**src/rtl/sti_pkg.sv**
```systemverilog
// Shared types for the STI parallel-input feeder.
//   state_t      : feeder FSM states
//   len_t        : frame length codes (8/16/24/32 bits)
//   desc_t       : packed FIFO entry {last,low,msb,fill,length,data}
//   bits_for_len : serial bit count expected for a length code
package sti_pkg;

  localparam int unsigned DESC_W = 22;

  typedef enum logic [2:0] {
    ST_IDLE,
    ST_LOAD,
    ST_WAIT_TX,
    ST_GAP,
    ST_END_LD,
    ST_DONE
  } state_t;

  typedef enum logic [1:0] {
    LEN_8  = 2'd0,
    LEN_16 = 2'd1,
    LEN_24 = 2'd2,
    LEN_32 = 2'd3
  } len_t;

  typedef struct packed {
    logic        last;
    logic        low;
    logic        msb;
    logic        fill;
    len_t        length;
    logic [15:0] data;
  } desc_t;

  // 8 * (length + 1)
  function automatic logic [5:0] bits_for_len(input len_t length);
    return {1'b0, length, 3'b000} + 6'd8;
  endfunction

endpackage

```
**src/rtl/sti_desc_fifo.sv**
```systemverilog
// Synchronous descriptor FIFO with occupancy count.
// Ports:
//   clk, reset (async, active-low)
//   push/push_data : write side; a push while full is dropped, even if a pop
//                    happens in the same cycle
//   pop/pop_data   : read side; pop_data shows the head combinationally
//   full, empty, count : status, count is log2(DEPTH)+1 bits
module sti_desc_fifo #(
  parameter int unsigned WIDTH = 22,
  parameter int unsigned DEPTH = 4
) (
  input  logic                     clk,
  input  logic                     reset,
  input  logic                     push,
  input  logic [WIDTH-1:0]         push_data,
  input  logic                     pop,
  output logic [WIDTH-1:0]         pop_data,
  output logic                     full,
  output logic                     empty,
  output logic [$clog2(DEPTH):0]   count
);

  localparam int unsigned AW = $clog2(DEPTH);
  localparam int unsigned CW = AW + 1;
  localparam logic [CW-1:0] FULL_CNT = DEPTH[CW-1:0];

  logic [WIDTH-1:0] mem [DEPTH];
  logic [AW-1:0]    wr_ptr;
  logic [AW-1:0]    rd_ptr;
  logic             do_push;
  logic             do_pop;

  assign full     = (count == FULL_CNT);
  assign empty    = (count == '0);
  assign do_push  = push && !full;
  assign do_pop   = pop && !empty;
  assign pop_data = mem[rd_ptr];

  always_ff @(posedge clk) begin
    if (do_push) mem[wr_ptr] <= push_data;
  end

  // Power-of-two depth: pointers wrap by natural overflow.
  always_ff @(posedge clk or negedge reset) begin
    if (!reset) begin
      wr_ptr <= '0;
      rd_ptr <= '0;
      count  <= '0;
    end else begin
      if (do_push) wr_ptr <= wr_ptr + AW'(1);
      if (do_pop)  rd_ptr <= rd_ptr + AW'(1);
      case ({do_push, do_pop})
        2'b10:   count <= count + CW'(1);
        2'b01:   count <= count - CW'(1);
        default: ;
      endcase
    end
  end

endmodule

```
**src/rtl/sti_pi_feeder.sv**
```systemverilog
// Feeds buffered host descriptors to the serial transmitter's parallel-input
// bus one at a time, pacing on the transmitter's so_valid bursts, and issues
// a terminating pi_end load after the descriptor marked last.
// Ports:
//   clk, reset (async, active-low)
//   cmd_valid/cmd_ready, cmd_data, cmd_length, cmd_fill, cmd_msb, cmd_low,
//   cmd_last           : host descriptor input
//   load, pi_data, pi_length, pi_fill, pi_msb, pi_low, pi_end
//                      : transmitter parallel-input bus, load is a 1-cycle strobe
//   so_valid           : transmitter serial-valid (monitored)
//   busy, done, len_err: status; done and len_err are sticky
// Optional build macro STI_PI_FEEDER_TIMEOUT_EN adds TIMEOUT_CYC, the
// timeout_err output and a watchdog that abandons a frame whose so_valid
// burst never starts.
module sti_pi_feeder
  import sti_pkg::*;
#(
  parameter int unsigned DEPTH   = 4,
  parameter int unsigned GAP_CYC = 1
`ifdef STI_PI_FEEDER_TIMEOUT_EN
  ,
  parameter int unsigned TIMEOUT_CYC = 64
`endif
) (
  input  logic        clk,
  input  logic        reset,
  input  logic        cmd_valid,
  output logic        cmd_ready,
  input  logic [15:0] cmd_data,
  input  logic [1:0]  cmd_length,
  input  logic        cmd_fill,
  input  logic        cmd_msb,
  input  logic        cmd_low,
  input  logic        cmd_last,
  output logic        load,
  output logic [15:0] pi_data,
  output logic [1:0]  pi_length,
  output logic        pi_fill,
  output logic        pi_msb,
  output logic        pi_low,
  output logic        pi_end,
  input  logic        so_valid,
  output logic        busy,
  output logic        done,
  output logic        len_err
`ifdef STI_PI_FEEDER_TIMEOUT_EN
  ,
  output logic        timeout_err
`endif
);

  localparam int unsigned CNT_W = $clog2(DEPTH) + 1;

  state_t           state;
  state_t           state_n;
  desc_t            in_desc;
  desc_t            head;
  logic             fifo_full;
  logic             fifo_empty;
  logic             fifo_pop;
  logic [CNT_W-1:0] fifo_count;
  logic [5:0]       bit_cnt;
  logic [5:0]       exp_bits;
  logic [3:0]       gap_cnt;
  logic             tx_prev;
  logic             tx_seen;
  logic             last_pend;
  logic             tx_fall;
  logic             timeout_hit;
  logic             frame_end;

  assign in_desc = '{last: cmd_last, low: cmd_low, msb: cmd_msb, fill: cmd_fill,
                     length: len_t'(cmd_length), data: cmd_data};

  sti_desc_fifo #(
    .WIDTH (DESC_W),
    .DEPTH (DEPTH)
  ) u_fifo (
    .clk       (clk),
    .reset     (reset),
    .push      (cmd_valid),
    .push_data (in_desc),
    .pop       (fifo_pop),
    .pop_data  (head),
    .full      (fifo_full),
    .empty     (fifo_empty),
    .count     (fifo_count)
  );

  assign cmd_ready = !fifo_full;
  assign fifo_pop  = (state == ST_LOAD);
  assign load      = (state == ST_LOAD) || (state == ST_END_LD);
  assign done      = (state == ST_DONE);
  assign busy      = ((state != ST_IDLE) && (state != ST_DONE)) || (fifo_count != '0);

  // tx_prev is only tracked inside WAIT_TX, so so_valid seen in other states
  // never produces a falling edge here.
  assign tx_fall   = (state == ST_WAIT_TX) && tx_prev && !so_valid;
  assign frame_end = tx_fall || timeout_hit;

`ifdef STI_PI_FEEDER_TIMEOUT_EN
  logic [7:0] wd_cnt;

  // wd_cnt counts cycles since the load strobe (load cycle = 1).
  assign timeout_hit = (state == ST_WAIT_TX) && !tx_seen && !so_valid &&
                       (wd_cnt >= 8'(TIMEOUT_CYC - 1));

  always_ff @(posedge clk or negedge reset) begin
    if (!reset) begin
      wd_cnt      <= '0;
      timeout_err <= 1'b0;
    end else begin
      if (state == ST_LOAD) begin
        wd_cnt <= 8'd1;
      end else if ((state == ST_WAIT_TX) && !tx_seen && (wd_cnt != '1)) begin
        wd_cnt <= wd_cnt + 8'd1;
      end
      if (timeout_hit) timeout_err <= 1'b1;
    end
  end
`else
  assign timeout_hit = 1'b0;
`endif

  always_ff @(posedge clk or negedge reset) begin
    if (!reset) state <= ST_IDLE;
    else        state <= state_n;
  end

  always_comb begin
    state_n = state;
    case (state)
      ST_IDLE:    if (!fifo_empty) state_n = ST_LOAD;
      ST_LOAD:    state_n = ST_WAIT_TX;
      ST_WAIT_TX: begin
        if (frame_end) begin
          if (last_pend)         state_n = ST_END_LD;
          else if (GAP_CYC == 0) state_n = ST_IDLE;
          else                   state_n = ST_GAP;
        end
      end
      ST_GAP:     if (gap_cnt == 4'(GAP_CYC - 1)) state_n = ST_IDLE;
      ST_END_LD:  state_n = ST_DONE;
      ST_DONE:    state_n = ST_DONE;
      default:    state_n = ST_IDLE;
    endcase
  end

  always_ff @(posedge clk or negedge reset) begin
    if (!reset) begin
      pi_data   <= '0;
      pi_length <= '0;
      pi_fill   <= 1'b0;
      pi_msb    <= 1'b0;
      pi_low    <= 1'b0;
      pi_end    <= 1'b0;
      last_pend <= 1'b0;
      bit_cnt   <= '0;
      exp_bits  <= '0;
      gap_cnt   <= '0;
      tx_prev   <= 1'b0;
      tx_seen   <= 1'b0;
      len_err   <= 1'b0;
    end else begin
      // The head is captured on entry to LOAD so pi_* are already valid while
      // the load strobe is high; the pop itself happens in the LOAD cycle.
      if ((state == ST_IDLE) && (state_n == ST_LOAD)) begin
        pi_data   <= head.data;
        pi_length <= head.length;
        pi_fill   <= head.fill;
        pi_msb    <= head.msb;
        pi_low    <= head.low;
        pi_end    <= 1'b0;
        last_pend <= head.last;
        exp_bits  <= bits_for_len(head.length);
      end
      if ((state != ST_END_LD) && (state_n == ST_END_LD)) begin
        pi_data <= '0;
        pi_end  <= 1'b1;
      end
      case (state)
        ST_LOAD: begin
          bit_cnt <= '0;
          gap_cnt <= '0;
          tx_prev <= 1'b0;
          tx_seen <= 1'b0;
        end
        ST_WAIT_TX: begin
          tx_prev <= so_valid;
          if (so_valid) begin
            bit_cnt <= bit_cnt + 6'd1;
            tx_seen <= 1'b1;
          end
          if (tx_fall && (bit_cnt != exp_bits)) len_err <= 1'b1;
        end
        ST_GAP:  gap_cnt <= gap_cnt + 4'd1;
        default: ;
      endcase
    end
  end

endmodule

```
**config.mk**
```make
export PLATFORM = sky130hd
export DESIGN_NAME = sti_pi_feeder
export DESIGN_NICKNAME = d
export VERILOG_FILES = /design/src/rtl/sti_pkg.sv /design/src/rtl/sti_desc_fifo.sv /design/src/rtl/sti_pi_feeder.sv
export SDC_FILE = /design/constraint.sdc
export NUM_CORES = 1
export LEC_CHECK = 0
export CORE_MARGIN = 1.5
export CORE_UTILIZATION = 45
export CTS_CLUSTER_SIZE = 20
export DETAILED_ROUTE_END_ITERATION = 16
export RECOVER_POWER = 25
export SETUP_SLACK_MARGIN = 0.15
export SYNTH_ARGS = -nofsm -noshare
export SYNTH_HDL_FRONTEND = slang
export SYNTH_HIERARCHICAL = 1
export SYNTH_SLANG_ARGS = --single-unit
```
**constraint.sdc**
```tcl
create_clock -name clk -period 2.56 [get_ports clk]
set_input_delay 0.256 -clock clk [delete_from_list [all_inputs] [get_ports clk]]
set_output_delay 0.256 -clock clk [all_outputs]
set_load 0.01 [all_outputs]
```
# After elaboration in Yosys (flattened, before gate mapping)

Memory sizes are Yosys's and may differ from the RTL's.
Index checks and enable logic that the tools add are counted.

Register bits: 51
Bits in writable memories: 88
Input bits: 26
Word-level logic and storage cells: 79
Memories kept: 1

Memories:

| name       | depth | bits a word | rd ports | clocked after Yosys merged registers in | write ports | line                | source |
|---|---|---|---|---|---|---|---|
| u_fifo.mem | 4     | 22          | 1        | 0                                       | 1           | sti_desc_fifo.sv:27 | `logic [WIDTH-1:0] mem [DEPTH];` |

Add/subtract/negate cells: 7
Eq/ne operators: 14
Multiplexer cells: 16
Reduce and logical (&&, ||, !) cells: 25

Operators with widths:

| operator              | count |
|---|---|
| $mux W16              | 2 |
| $pmux W3 S5           | 1 |
| $eq A3 B3 Y1 const B  | 4 |
| $mux W3               | 4 |
| $pmux W6 S2           | 1 |
| $logic_and A1 B1 Y1   | 8 |
| $pmux W4 S2           | 1 |
| $reduce_bool A2 Y1    | 4 |
| $add A5 B4 Y6 const B | 1 |
| $add A6 B1 Y6 const B | 1 |
| $eq A3 B1 Y1 const B  | 2 |
| $eq A3 B2 Y1 const B  | 2 |
| $logic_not A3 Y1      | 2 |
| $mux W6               | 1 |
| $ne A3 B3 Y1 const B  | 2 |
| $ne A6 B6 Y1          | 1 |
| $pmux W3 S2           | 1 |
| $reduce_bool A3 Y1    | 2 |
| $add A2 B1 Y2 const B | 2 |
| $add A4 B1 Y4 const B | 1 |
| $logic_not A4 Y1      | 1 |
| $mux W1               | 4 |
| $reduce_and A2 Y1     | 2 |
| $add A3 B1 Y3 const B | 1 |
| 8 further kinds       | 11 |

# Longest topological paths before layout

Gate-level depths: netlist of run 1.

Depth after elaboration: 9
Depth in mapped cells: 11
Gate-level depth less buffers: 9

# Hierarchy

The synthesis of run 1 kept the hierarchy.

Modules (own cells, without submodules):

| module        | instances | cells an instance | area each (µm²) |
|---|---|---|---|
| sti_desc_fifo | 1         | 152               | 3639.7 |
| sti_pi_feeder | 1         | 217               | 2102.0 |

# Worst setup path after synthesis of run 1

OpenSTA, ideal clock, no wires.

Kind: reg-to-reg
Start: reg state[1]
End: reg u_fifo.count[2]
Data arrival time: 2.180 ns
Data required time: 2.481 ns
Setup slack: 0.301 ns
Stages on the path, launching flop included: 12
Clock period less this slack: 2.259 ns
Path through: dfrtp_1 > buf_6 > or3b_1 > clkbuf_1 > inv_1 > o31a_1 > ha_1 > inv_1 > fa_1 > xor2_1 > nor2_1 > xor2_1

Word-level cells in the longest chain between the ends: 4
Elaborated cells between the ends (all ways): 6
Those cells by class: eq/ne: 3; mux: 1; reduce/logical: 2

RTL lines:

| what                                              | line                 | source |
|---|---|---|
| from (decl)                                       | sti_pi_feeder.sv:54  | `state_t state;` |
| from (signal assigned)                            | sti_pi_feeder.sv:127 | `else state <= state_n;` |
| $eq A3 B1 Y1 *                                    | sti_pi_feeder.sv:91  | `assign fifo_pop = (state == ST_LOAD);` |
| named net fifo_pop                                | sti_pi_feeder.sv:60  | `logic fifo_pop;` |
| $logic_and A1 B1 Y1 *                             | sti_desc_fifo.sv:36  | `assign do_pop = pop && !empty;` |
| named net u_fifo.do_pop                           | sti_desc_fifo.sv:31  | `logic do_pop;` |
| $eq A2 B1 Y1 or $eq A2 B2 Y1 (tied branches)      | sti_desc_fifo.sv:52  | `case ({do_push, do_pop})` |
| $pmux W3 S2 or $reduce_bool A2 Y1 (tied branches) | n/a                  |  |
| to (signal assigned)                              | sti_desc_fifo.sv:53  | `2'b10: count <= count + CW'(1);` |
| to (signal assigned)                              | sti_desc_fifo.sv:54  | `2'b01: count <= count - CW'(1);` |
| to (decl)                                         | sti_desc_fifo.sv:20  | `output logic [$clog2(DEPTH):0] count` |

Mark *: on every way through the listed nets, which the timed path passes. The rest lies on a longest branch.
A chain may end at the register's enable or synchronous reset.

# Worst setup path after layout of run 1

Start: reg state[2]
End: reg u_fifo.count[2]

The elaborated chain is that of the path after synthesis.

==> parameters.txt, run 1 <==
Parameter                              Value

Run status
  Outcome    complete, no violations

Placed design
  Global placer's final weighted congestion    0.717
  Inst Count DP    591
  Placed wire-length estimate    6.60 mm
  # port buffers    between 50 and 60

CTS
  Num CTS Buffers    17
  Clock transition at the registers of the reported paths    60 ps
  Clock sink count    ~140
  Htree depth    4
  Clock insertion delay at the later pin of the skew report    420 ps
  Clock Tree Root    sky130_fd_sc_hd__clkbuf_16
  Longest Clk Path Bufs    2
  TritonCTS clock tree    built

Drt
  Drt wl/cell    approximately 17 um
  Vias    ~3,200
  Iteration count of the initial detailed-routing pass    4
  Overall routed net length    ~11 mm
  DRC violation count after routing    0
  Post-detailed-route count of antenna-violating nets    0
  Vias per inst    5.08
  DRC violation total after the first TritonRoute iteration    approximately 150

Floorplanning
  Number of cell rows    41
  Die Footprint    13,400 um^2
  I/O pin count    53
  Standard cell core area    roughly 13,000 um^2
  Width of the chip    116 um
  Initial core utilization    0.459
  Height of the die    116 um

Power
  Final total power    8.83 mW
  Worst vdd ir    0.768 mV
  Power per cell area    1250 nW/um^2
  Leak    approximately 2.7 nW

Critical path
  Cells traversed along the worst timing path    or3b_1 > inv_1 > o31a_1 > ha_1 > inv_1 > fa_1 > xor2_1 > nor2_1 > xor2_1
  CP delay by family, top    simple AND/OR/NAND/NOR gates
  Critical Path End Type    flip-flop
  Master of the slowest instance on the critical path    sky130_fd_sc_hd__or3b_1
  Largest fanout on the critical path    7
  Class of the most critical setup path    flip-flop to flip-flop
  Worst reg2reg startpoint    state[2]
  Reg2Reg Setup Slack    370 ps
  Delay of the slowest critical-path stage    480 ps
  Number of logic stages on the critical path including buffering    9
  Reg2reg path depth    9
  Data arrival time of the critical path    2530 ps
  Critical Path Start Type    flip-flop
  Worst R2R End    u_fifo/count[2]
  Number of buffer and inverter instances along the worst setup path    2
  Required time of the critical path    ~2900 ps
  Worst setup endpoint    u_fifo/count[2]
  Critical path origin    state[2]

Cells and area
  Commonest non-fill, non-tap cell in the layout    sky130_fd_sc_hd__edfxtp_1
  Post-Route Utilization    0.565
  Share of post-route cells with drive strength above 1    0.204
  Post-route insts no fill    624
  Layout net count    between 400 and 500
  Area grow syn2layout    23.3%
  Number of filler instances in the final layout    1,041
  Diodes inserted    0
  Most frequent cells in the layout    88 x sky130_fd_sc_hd__edfxtp_1, 58 x sky130_fd_sc_hd__nand2_1, 48 x sky130_fd_sc_hd__dfrtp_1

Synthesis
  Average instance area after synthesis    15.6 um^2
  Number of enable flip-flop cells after synthesis    88
  Main flop type after synthesis    sky130_fd_sc_hd__edfxtp_1
  Count of yosys warnings during synthesis    6
  Synth unique cells    between 50 and 60
  Post-synthesis register bit count    136
  Sequential area share after synthesis    0.669
  Mapped Nets    406
  Gate count of the mapped netlist    between 300 and 400
  Proportion of synthesized flip-flops having asynchronous set or reset    0.353
  Cell Area, Synth    ~5700 um^2

Global routing
  GR Layer Usage met2    0.285
  Combined global-route utilization of all metal layers    0.176
  Number of antenna violations at the first check in global routing    0
  Global-route wire length before repair    between 15 and 20 mm
  Number of global-route vias before repair    3,219
  Routing layer with the top usage in global route    met2
  Met1 track demand over resource    0.226
  Pin count of the biggest net entering global routing    28
  Aggregate global routing overflow    0
  Met3 Track Usage GR    0.0450

STA
  TNS Setup    0 ps
  Peak clock frequency supported by timing    approximately 0.46 GHz
  Pins over their slew limit    0
  Setup repair after global routing missed its margin    false
  Fin. Hold Viols    0
  Pin slew with the least headroom to its limit    ~900 ps
  Final count of negative-setup-slack endpoints    0
  Max-slew headroom    0.398
  Period utilization    0.856
  Setup skew after layout    8.97 ps
  Shortest period the worst path allows    about 2200 ps

Hold path
  Type of the worst min-delay path    input port to asynchronous set/reset pin

Job
  Count of max-cap constraint violations    0
## how the worst min path moves through the flow
stage               slack, ps         end  depth (start not counted)   from
global placement          320  gap_cnt[2]                          1  reset
detailed placement        330  gap_cnt[2]                          1  reset
finish                    410  pi_data[4]                          2  reset
CTS                       430  gap_cnt[2]                          2  reset
floorplan                 -40  bit_cnt[0]                          0  reset
global route              470  gap_cnt[2]                          2  reset
## sequential cells by signal (all words and copies together), names as in the netlist, 2 cells and up
register,count
exp_bits,3
gap_cnt,4
state,3
bit_cnt,6
u_fifo/mem,88
u_fifo/rd_ptr,2
pi_data,16
u_fifo/wr_ptr,2
u_fifo/count,3
pi_length,2
## where the power goes
part           internal (mW)  switching [mW]
Clock                   1.67           0.912
Sequential              3.00           0.357
Combinational           1.37            1.52
## cell families after synthesis
group           count (synthesis)  synth area share
compound gates                 45            0.0554
mux                            28             0.100
fa+ha+maj                      11            0.0253
xor+xnor                       10            0.0153
simple gates                  107            0.0983
flops                         136             0.669
buf+inv                        32            0.0362
## layout make-up
cell class / count / area [um^2] / share of cell area
multi-input combinational: 201 / 1690 / 0.239
tap: 172 / 215 / 0.0304
clock buffer: 19 / 443 / 0.0626
timing repair buffer: 68 / 638 / 0.0902
sequential: 136 / 3840 / 0.543
inverter: 15 / 56.3 / 0.00795
clock inverter: 13 / 191 / 0.0270
## synthesized netlist by cell type, types with 4 or more instances
cell	number	share of area
sky130_fd_sc_hd__mux4_1	4	0.018
sky130_fd_sc_hd__buf_6	4	0.0078
sky130_fd_sc_hd__ha_1	10	0.022
sky130_fd_sc_hd__edfxtp_1	88	0.46
sky130_fd_sc_hd__xor2_1	6	0.0092
sky130_fd_sc_hd__o21ai_2	10	0.015
sky130_fd_sc_hd__mux2i_1	5	0.0087
sky130_fd_sc_hd__o21ai_1	7	0.0061
sky130_fd_sc_hd__and2_1	4	0.0044
sky130_fd_sc_hd__nor2b_1	4	0.0044
sky130_fd_sc_hd__nand2_2	10	0.011
sky130_fd_sc_hd__inv_1	15	0.0098
sky130_fd_sc_hd__o21ai_0	7	0.0061
sky130_fd_sc_hd__buf_2	5	0.0044
sky130_fd_sc_hd__xnor2_1	4	0.0061
sky130_fd_sc_hd__nand2_1	58	0.038
sky130_fd_sc_hd__nand2b_1	11	0.012
sky130_fd_sc_hd__dfrtp_1	48	0.21
sky130_fd_sc_hd__mux4_2	18	0.071
## routing by layer
metal	share of wire	wire length, um	up-vias
met5	0	0	-
met4	0.017	180	0
met3	0.030	316	13
met2	0.50	5250	51
met1	0.46	4850	1606
li1	-	-	1499
## what timing repair did
action	4_1_cts	5_1_grt
buffers inserted	0	0
hold buffers	1	0
hold endpoints to repair	23	0
setup endpoints to repair	0	0
resized for setup	0	0
## per-stage QoR
| stage | instance area (um^2) | setup slack, ps | hold slack [ps] |
|---|---|---|---|
| final | 7080 | 369 | 411 |
| after global routing | 7080 | 228 | 471 |
| after CTS | 7080 | 356 | 428 |
| after detailed placement | 6430 | 371 | 334 |
| after global placement | 6430 | 433 | 322 |
| after floorplan | 5740 | 301 | -39.6 |
(Power assumes the default switching activity.)
==> run 2, diff against run 1 <==
- CORE_UTILIZATION: 45 -> 55
- PLACE_DENSITY: unset -> 0.77
==> parameters.txt, run 2 (synthesis gave the netlist of run 1 again) <==
Parameter                              Value

Run status
  Outcome    complete, no violations

Floorplanning
  Number of cell rows    37
  Height of the die    ~110 um
  Die Footprint    ~11,000 um^2
  Width of the chip    105 um
  Standard cell core area    just over 10,000 um^2
  I/O pin count    53
  Initial core utilization    0.561

STA
  Shortest period the worst path allows    2280 ps
  Max-slew headroom    0.498
  Final count of negative-setup-slack endpoints    0
  Hold WS    191 ps
  Period utilization    0.891
  Setup slack after layout    280 ps
  TNS Setup    0 ps
  Setup repair after global routing missed its margin    false
  Pin slew with the least headroom to its limit    747 ps
  Setup skew after layout    8.56 ps
  Peak clock frequency supported by timing    0.439 GHz
  Fin. Hold Viols    0
  Pins over their slew limit    0

Cells and area
  Area of the multi-input gates    between 1500 and 2000 um^2
  Most flop-heavy register    u_fifo/mem
  Most frequent cells in the layout    88 x sky130_fd_sc_hd__edfxtp_1, 58 x sky130_fd_sc_hd__nand2_1, 48 x sky130_fd_sc_hd__dfrtp_1
  Commonest non-fill, non-tap cell in the layout    sky130_fd_sc_hd__edfxtp_1
  Diodes inserted    0
  Reg area    about 3800 um^2
  Flip-flop count of the largest register after layout    88
  Layout net count    478
  Registers with the highest flip-flop counts    u_fifo/mem x88, pi_data x16, bit_cnt x6
  Area grow syn2layout    22.3%
  Number of filler instances in the final layout    700
  Share of post-route cells with drive strength above 1    0.211
  Post-Route Utilization    0.686

Critical path
  Largest fanout on the critical path    18
  Required time of the critical path    about 2300 ps
  Data arrival time of the critical path    2020 ps
  Critical Path End Type    primary output
  Master of the slowest instance on the critical path    sky130_fd_sc_hd__clkdlybuf4s50_1
  Delay of the slowest critical-path stage    ~480 ps
  Critical Path Start Type    flip-flop
  Reg2reg path depth    9
  Class of the most critical setup path    flip-flop to primary output
  Cells traversed along the worst timing path    buf_4 > nor4_1 > nand2_1 > clkdlybuf4s50_1

CTS
  Clock Tree Root    sky130_fd_sc_hd__clkbuf_8
  Longest Clk Path Bufs    2
  TritonCTS clock tree    built
  Clock sink count    136
  Clock insertion delay at the later pin of the skew report    530 ps
  Num CTS Buffers    17
  Clock transition at the registers of the reported paths    60 ps
  Htree depth    4

Placed design
  Placed wire-length estimate    6.90 mm
  Global placer's final weighted congestion    0.747
  Setup WS pre-CTS    258 ps
  # port buffers    52

Global routing
  Aggregate global routing overflow    0
  Global-route wire length before repair    18.0 mm
  Number of global-route vias before repair    approximately 3,400
  Combined global-route utilization of all metal layers    0.223
  Number of antenna violations at the first check in global routing    0
  Pin count of the biggest net entering global routing    33

Power
  Worst vdd ir    1.01 mV
  Final total power    8.76 mW
  Leak    between 2 and 3 nW
  Power per cell area    1250 nW/um^2

Drt
  Drt wl/cell    18.8 um
  Vias    3,245
  Overall routed net length    between 10 and 15 mm
  Post-detailed-route count of antenna-violating nets    0
  Vias per inst    5.50
  DRC violation count after routing    0
  Iteration count of the initial detailed-routing pass    4
  DRC violation total after the first TritonRoute iteration    a little under 200

Job
  Count of max-cap constraint violations    0

Hold path
  Type of the worst min-delay path    input port to asynchronous set/reset pin
[run 2: per-stage QoR]
step                      cells  instance area (um^2)
after global routing        590                  7020
after CTS                   590                  7020
after detailed placement    557                  6420
final                       590                  7020
after global placement      557                  6420
after floorplan             369                  5740
[run 2: worst max-delay path: cells and delay by family (launching register included)]
family        cells  cell delay, ps
buf+inv           2             680
flops             1             380
simple gates      2             440
[run 2: layout make-up]
type                    count  share of cell area
clock inverters            14              0.0235
repair buffers             70              0.0948
well taps                 136              0.0242
clock buffers              18              0.0609
flip-flops and latches    136               0.547
multi-input cells         201               0.241
inverters                  15             0.00802
[run 2: where the power goes]
part	leakage [nW]	total [mW]	internal (mW)	switching (mW)
clock	0.290	2.41	1.44	0.973
combinational	1.01	2.99	1.41	1.59
sequential	1.41	3.36	3.00	0.357
total	2.71	8.76	5.84	2.92
[run 2: worst paths after layout]
check / startpoint / to / slack (ps)
max reg2reg: state[2] / u_fifo/count[2] / 310
max in group asynchronous: reset / pi_low / 1580
min in group clk: cmd_msb / u_fifo/mem[3][19] / 380
min: reset / gap_cnt[2] / 190
max: state[1] / busy / 280
min reg2reg: pi_low / pi_low / 470
[run 2: metal layers]
metal / wire length, um / GRT usage / share of wire
met5: 0 / 0 / 0
met2: 5840 / 0.377 / 0.53
met3: 390 / 0.0649 / 0.035
met1: 4710 / 0.276 / 0.42
met4: 147 / 0.0773 / 0.013
[run 2: timing repair]
action	in CTS	in global routing
endpoints found under the setup margin	0	1
hold buffers	1	0
hold endpoints to repair	16	0
gates resized for setup	0	1
buffers inserted	0	0
